`src/rtl/riscv_ctrl_pkg.sv`:
```
// Shared encodings for the RV32I control path: FSM states, opcodes,
// datapath select codes and fault codes.
package riscv_ctrl_pkg;

  typedef enum logic [3:0] {
    S_FETCH,
    S_DECODE,
    S_MEMADR,
    S_MEMRD,
    S_MEMWB,
    S_MEMWR,
    S_EXEC_R,
    S_EXEC_I,
    S_ALUWB,
    S_BRANCH,
    S_FAULT
  } state_t;

  localparam logic [6:0] OP_R  = 7'b0110011;
  localparam logic [6:0] OP_I  = 7'b0010011;
  localparam logic [6:0] OP_LW = 7'b0000011;
  localparam logic [6:0] OP_SW = 7'b0100011;
  localparam logic [6:0] OP_BR = 7'b1100011;

  localparam logic [1:0] ALU_ADD   = 2'b00;
  localparam logic [1:0] ALU_SUB   = 2'b01;
  localparam logic [1:0] ALU_FUNCT = 2'b10;

  localparam logic [1:0] IMM_I = 2'b00;
  localparam logic [1:0] IMM_S = 2'b01;
  localparam logic [1:0] IMM_B = 2'b10;

  localparam logic [1:0] RES_ALUOUT = 2'b00;
  localparam logic [1:0] RES_MDR    = 2'b01;
  localparam logic [1:0] RES_ALU    = 2'b10;

  localparam logic [1:0] SRCA_PC    = 2'b00;
  localparam logic [1:0] SRCA_OLDPC = 2'b01;
  localparam logic [1:0] SRCA_RS1   = 2'b10;

  localparam logic [1:0] SRCB_RS2  = 2'b00;
  localparam logic [1:0] SRCB_IMM  = 2'b01;
  localparam logic [1:0] SRCB_FOUR = 2'b10;

  localparam logic [1:0] FAULT_NONE    = 2'b00;
  localparam logic [1:0] FAULT_ILLEGAL = 2'b01;
  localparam logic [1:0] FAULT_TIMEOUT = 2'b10;

  function automatic logic [1:0] imm_src_for(input logic [6:0] op);
    case (op)
      OP_SW:   return IMM_S;
      OP_BR:   return IMM_B;
      default: return IMM_I;
    endcase
  endfunction

endpackage

```
`src/rtl/mem_wait_timer.sv`:
```
// Counts stalled cycles in a memory-wait state; expired flags that the
// tolerated stall budget has been used up.
module mem_wait_timer #(
  parameter int unsigned MEM_WAIT_MAX = 15
) (
  input  logic clk,
  input  logic reset,
  input  logic clear,
  input  logic stall,
  output logic expired
);

  localparam int unsigned W = (MEM_WAIT_MAX < 1) ? 1 : $clog2(MEM_WAIT_MAX + 1);
  localparam logic [W-1:0] LIMIT = W'(MEM_WAIT_MAX);

  logic [W-1:0] wait_cnt;

  always_ff @(posedge clk or posedge reset) begin
    if (reset)
      wait_cnt <= '0;
    else if (clear)
      wait_cnt <= '0;
    else if (stall && wait_cnt != LIMIT)
      wait_cnt <= wait_cnt + W'(1);
  end

  assign expired = (wait_cnt == LIMIT);

endmodule

```
`src/rtl/multicycle_controller.sv`:
```
// Multi-cycle RV32I sequencer: per-state datapath controls, memory ready
// handshake with stall timeout, retired-instruction counter, sticky fault.
module multicycle_controller
  import riscv_ctrl_pkg::*;
#(
  parameter int unsigned MEM_WAIT_MAX = 15,
  parameter int unsigned RETIRE_W     = 32
) (
  input  logic                clk,
  input  logic                reset,
  input  logic [6:0]          opcode,
  input  logic [2:0]          funct3,
  input  logic                zero,
  input  logic                mem_ready,
  output logic                pc_write,
  output logic                ir_write,
  output logic                reg_write,
  output logic                mem_read,
  output logic                mem_write,
  output logic                adr_src,
  output logic [1:0]          alu_src_a,
  output logic [1:0]          alu_src_b,
  output logic [1:0]          alu_op,
  output logic [1:0]          imm_src,
  output logic [1:0]          result_src,
  output logic                retire,
  output logic [RETIRE_W-1:0] retired_count,
  output logic                fault,
  output logic [1:0]          fault_code
);

  state_t     state, state_next;
  logic [1:0] fault_code_next;
  logic       wait_state, stall, expired, timeout;
  logic       unused_funct3;

  assign unused_funct3 = ^funct3[2:1];
  assign wait_state    = (state == S_FETCH) || (state == S_MEMRD) || (state == S_MEMWR);
  assign stall         = wait_state && !mem_ready;
  assign timeout       = stall && expired;
  assign fault         = (state == S_FAULT);

  mem_wait_timer #(.MEM_WAIT_MAX(MEM_WAIT_MAX)) u_wait_timer (
    .clk    (clk),
    .reset  (reset),
    .clear  (state_next != state),
    .stall  (stall),
    .expired(expired)
  );

  always_ff @(posedge clk or posedge reset) begin
    if (reset) begin
      state         <= S_FETCH;
      fault_code    <= FAULT_NONE;
      retired_count <= '0;
    end else begin
      state      <= state_next;
      fault_code <= fault_code_next;
      if (retire)
        retired_count <= retired_count + RETIRE_W'(1);
    end
  end

  // Controls are decoded only while reset is low, so an async reset drops
  // every strobe within the same cycle rather than at the next edge.
  always_comb begin
    state_next      = state;
    fault_code_next = fault_code;
    pc_write        = 1'b0;
    ir_write        = 1'b0;
    reg_write       = 1'b0;
    mem_read        = 1'b0;
    mem_write       = 1'b0;
    adr_src         = 1'b0;
    alu_src_a       = SRCA_PC;
    alu_src_b       = SRCB_RS2;
    alu_op          = ALU_ADD;
    imm_src         = IMM_I;
    result_src      = RES_ALUOUT;
    retire          = 1'b0;
    if (!reset) begin
      case (state)
        S_FETCH: begin
          mem_read   = 1'b1;
          alu_src_b  = SRCB_FOUR;
          result_src = RES_ALU;
          if (mem_ready) begin
            ir_write   = 1'b1;
            pc_write   = 1'b1;
            state_next = S_DECODE;
          end else if (timeout) begin
            state_next      = S_FAULT;
            fault_code_next = FAULT_TIMEOUT;
          end
        end
        S_DECODE: begin
          alu_src_a = SRCA_OLDPC;
          alu_src_b = SRCB_IMM;
          imm_src   = imm_src_for(opcode);
          case (opcode)
            OP_R:         state_next = S_EXEC_R;
            OP_I:         state_next = S_EXEC_I;
            OP_LW, OP_SW: state_next = S_MEMADR;
            OP_BR:        state_next = S_BRANCH;
            default: begin
              state_next      = S_FAULT;
              fault_code_next = FAULT_ILLEGAL;
            end
          endcase
        end
        S_MEMADR: begin
          alu_src_a  = SRCA_RS1;
          alu_src_b  = SRCB_IMM;
          state_next = (opcode == OP_SW) ? S_MEMWR : S_MEMRD;
        end
        S_MEMRD: begin
          mem_read = 1'b1;
          adr_src  = 1'b1;
          if (mem_ready) begin
            state_next = S_MEMWB;
          end else if (timeout) begin
            state_next      = S_FAULT;
            fault_code_next = FAULT_TIMEOUT;
          end
        end
        S_MEMWB: begin
          reg_write  = 1'b1;
          result_src = RES_MDR;
          retire     = 1'b1;
          state_next = S_FETCH;
        end
        S_MEMWR: begin
          mem_write = 1'b1;
          adr_src   = 1'b1;
          if (mem_ready) begin
            retire     = 1'b1;
            state_next = S_FETCH;
          end else if (timeout) begin
            state_next      = S_FAULT;
            fault_code_next = FAULT_TIMEOUT;
          end
        end
        S_EXEC_R: begin
          alu_src_a  = SRCA_RS1;
          alu_src_b  = SRCB_RS2;
          alu_op     = ALU_FUNCT;
          state_next = S_ALUWB;
        end
        S_EXEC_I: begin
          alu_src_a  = SRCA_RS1;
          alu_src_b  = SRCB_IMM;
          alu_op     = ALU_FUNCT;
          state_next = S_ALUWB;
        end
        S_ALUWB: begin
          reg_write  = 1'b1;
          result_src = RES_ALUOUT;
          retire     = 1'b1;
          state_next = S_FETCH;
        end
        S_BRANCH: begin
          alu_src_a  = SRCA_RS1;
          alu_src_b  = SRCB_RS2;
          alu_op     = ALU_SUB;
          result_src = RES_ALUOUT;
          imm_src    = IMM_B;
          retire     = 1'b1;
          pc_write   = zero ^ funct3[0];
          state_next = S_FETCH;
        end
        S_FAULT: state_next = S_FAULT;
        default: state_next = S_FETCH;
      endcase
    end
  end

endmodule

```
`config.mk`:
```
export PLATFORM = sky130hd
export DESIGN_NAME = multicycle_controller
export DESIGN_NICKNAME = d
export VERILOG_FILES = /design/src/rtl/riscv_ctrl_pkg.sv /design/src/rtl/mem_wait_timer.sv /design/src/rtl/multicycle_controller.sv
export SDC_FILE = /design/constraint.sdc
export NUM_CORES = 1
export LEC_CHECK = 0
export ABC_AREA = 0
export CAP_MARGIN = 25
export CORE_MARGIN = 1.5
export CORE_UTILIZATION = 35
export CTS_CLUSTER_SIZE = 10
export DETAILED_ROUTE_END_ITERATION = 8
export SLEW_MARGIN = 40
export SYNTH_ARGS = -nofsm -noshare
export SYNTH_HDL_FRONTEND = slang
export SYNTH_SLANG_ARGS = --single-unit
export TNS_END_PERCENT = 1
```
`constraint.sdc`:
```
create_clock -name clk -period 6 [get_ports clk]
set_clock_uncertainty 0.1 [all_clocks]
set_input_delay 1.2 -clock clk [delete_from_list [all_inputs] [get_ports clk]]
set_output_delay 1.2 -clock clk [all_outputs]
set_load 0.1 [all_outputs]
```
==> impl_metrics.yaml <==
die:
  num_rows: 30
  die_w_um: 88.0
  core_area_um2: 6910
  die_h_um: 88.0
  initial_core_util_pct: 36.6
  io_pins: 66
  dieArea_um2: 7750
synth:
  synth_edf_count: 0
  synthArstFlopShare_pct: 100
  yosys-top-cells-count: "42 x dfrtp_1, 26 x nor2_1, 24 x nand2_1"
  ys_warn_count: 0
  syn-num-nets: 291
  synth-seq-cells: 42
  syn_inst: 275
  synth_top_area_cell: "dfrtp_1"
  yosysSeqAreaShare_pct: 41.5
  synth_top_area_share_pct: 41.5
  syn_avg_cell_area_um2: 9.20
  yosys-top-cells-area: "dfrtp_1 42%, xnor2_1 6.9%, xor2_1 5.9%"
  netlist_area_um2: 2530
  synth_most_common_cell: "dfrtp_1"
  yosysUniqueCellTypes: 54
  ys.flop_type: "dfrtp_1"
critical_path:
  worstPathArrival_ps: 3420
  worstReg2RegEnd: "retired_count[29]$_DFFE_PP0P_"
  r2r_cells: 5
  reg2reg_from: "state[2]$_DFF_PP0_"
  worstSetupEndpoint: "retire"
  r2r_slack_ps: 3480
  start_kind: "primary input"
  crit_start: "reset"
  end_kind: "output port"
  path_max_fanout: 25
  critical_path_class: "in2out"
  worstPathRequired_ps: 4700
routing:
  drc: 0
  firstDrtPassIters: 4
  vias: 2242
  viasPerCell: 5.20
  wl_per_cell_um: 14.0
  wl_um: 6030
  final_antenna_net_count: 0
  drtIter0Drc: 188
global_route:
  gr-usage-met3_pct: 3.11
  grt-busiest-layer: "met2"
  grt_pass1_vias: 2078
  grt_use_met2_pct: 25.3
  grt_overflow: 0
  grt_max_degree: 28
  grt.total_usage_pct: 16.3
  grt_pass1_wl_um: 9980
  antenna_found_initial: 0
  met1_usage_pct: 23.0
finish:
  syn_to_final_growth_pct: 24.6
  drive_gt1_share_pct: 23.0
  final_core_util_pct: 45.7
  multi_input_comb_area_um2: 1400
  antenna_cells: 0
  final_nets: 350
  design_area_um2: 3150
  nFillCells: 718
  seqCellArea_um2: 1050
timing:
  fin_crit_sh_pct: 78.6
  slew_viol_final: 0
  worst_slack_ps: 1280
  fmax_ghz: 0.212
  setup_violations: 0
  rsz0062_at_grt: "no"
  post-route-min-period_ps: 4720
  worst_pin_slew_ps: 683
  slew_headroom_pct: 53.3
  finalHoldViolCount: 0
pwr:
  p_leak_nw: 1.49
  cellPowerDensity_nw_per_um2: 422
  ir_worst_vdd_v: 0.000480
place:
  dpl_cell_area_um2: 3010
  dpl_worst_slack_ps: 1260
  dpl.hpwl_um: 4360
  portBuffers: 63
  gp_congestion: 0.799
cts:
  htreeDepth: 2
  cts.sinks: 42
  postCtsSetupRepairBufs: 0
  cts_buffer_depth: 2
  cts-hold-fix-buffers: 0
  clkTransAtPathRegs_ps: 80
  clock_latency_ps: 300
  cts_root_buf: "clkbuf_8"
  cts_tree: "yes"
  cts_buffers: 5
  cts_resized: 0
worst_hold_path:
  worstHoldPathType: "reg2reg"
  hp-start: "retired_count[31]$_DFFE_PP0P_"
run:
  cap_violations: 0
outcome:
  status: "finished, final reports clean"
-- layer usage --
metal / vias up / routed length (um)
met4: 0 / 85
met1: 1071 / 2830
met5: - / 0
li1: 1110 / -
met3: 10 / 258
met2: 51 / 2850
-- registers in the layout, indices dropped and copies added, names as in the netlist --
| signal | cells |
|---|---|
| retired_count | 32 |
| u_wait_timer.wait_cnt | 4 |
| fault_code | 2 |
| state | 4 |
-- how the worst min path moves through the flow --
stage / slack [ps] / depth (start not counted) / end
2_1_floorplan: 420 / 2 / u_wait_timer.wait_cnt[1]$_DFFE_PP0P_
3_3_place_gp: 360 / 1 / retired_count[31]$_DFFE_PP0P_
3_5_place_dp: 350 / 1 / retired_count[31]$_DFFE_PP0P_
4_1_cts: 370 / 1 / retired_count[31]$_DFFE_PP0P_
5_1_grt: 380 / 1 / retired_count[31]$_DFFE_PP0P_
6_report: 360 / 1 / retired_count[31]$_DFFE_PP0P_
-- final cells by class --
type / instances / area share (%)
clock buffer: 6 / 2.62
clock inverter: 2 / 1.90
inverter: 6 / 0.714
multi-input combinational: 214 / 44.5
sequential: 42 / 33.3
tap: 96 / 3.81
timing repair buffer: 65 / 13.1
-- worst max-delay path: stages --
cell	delay, ps
clkdlybuf4s50_1	660
inv_2	500
nand2_1	180
nor2_1	470
buf_4	390
-- power by group --
| group | leakage, nW | switching (mW) | internal, mW |
|---|---|---|---|
| logic | 0.856 | 0.513 | 0.156 |
| clock network | 0.0714 | 0.101 | 0.178 |
| registers | 0.567 | 0.0644 | 0.317 |
| total | 1.49 | 0.678 | 0.651 |
-- cell usage in the layout (no fill, tap or decap), drive strengths merged, types with 2 or more instances in the layout --
cell / synthesis / layout
a2111oi: 4 / 4
a21o: 2 / 2
a21oi: 12 / 12
and3: 6 / 6
and4: 4 / 4
buf: 2 / 54
bufinv: 0 / 2
clkbuf: 11 / 6
clkdlybuf4s50: 0 / 11
dfrtp: 42 / 42
ha: 2 / 2
inv: 4 / 5
mux2: 3 / 3
nand2: 24 / 24
nand2b: 6 / 6
nand3: 15 / 15
nand3b: 2 / 2
nand4: 13 / 13
nand4bb: 2 / 2
nor2: 26 / 26
nor2b: 4 / 4
nor3: 11 / 11
nor4: 5 / 5
o211ai: 2 / 2
o21a: 2 / 2
o21ai: 7 / 7
o31ai: 2 / 2
or2: 2 / 2
or3: 3 / 3
or4: 2 / 2
xnor2: 20 / 20
xor2: 17 / 17
-- metrics by stage --
stage          power (mW)  setup TNS [ps]  cells  hold slack (ps)
4_1_cts              1.34               0    431              370
3_3_place_gp         1.08               0    423              357
2_1_floorplan       0.933            -681    275              423
5_1_grt              1.40               0    431              383
6_report             1.33               0    431              365
3_5_place_dp         1.06               0    423              354
-- logic make-up after synthesis --
logic type | Yosys count | share of synthesized area, %
AO/OA/AOI/OAI | 42 | 11.3
XOR/XNOR | 37 | 12.8
adder cells (fa/ha/maj) | 2 | 0.989
buffers and inverters | 19 | 3.26
flip-flops | 42 | 41.5
multiplexers | 3 | 1.34
AND/OR/NAND/NOR | 130 | 28.7
No activity file was read; power rests on OpenSTA's default activity.
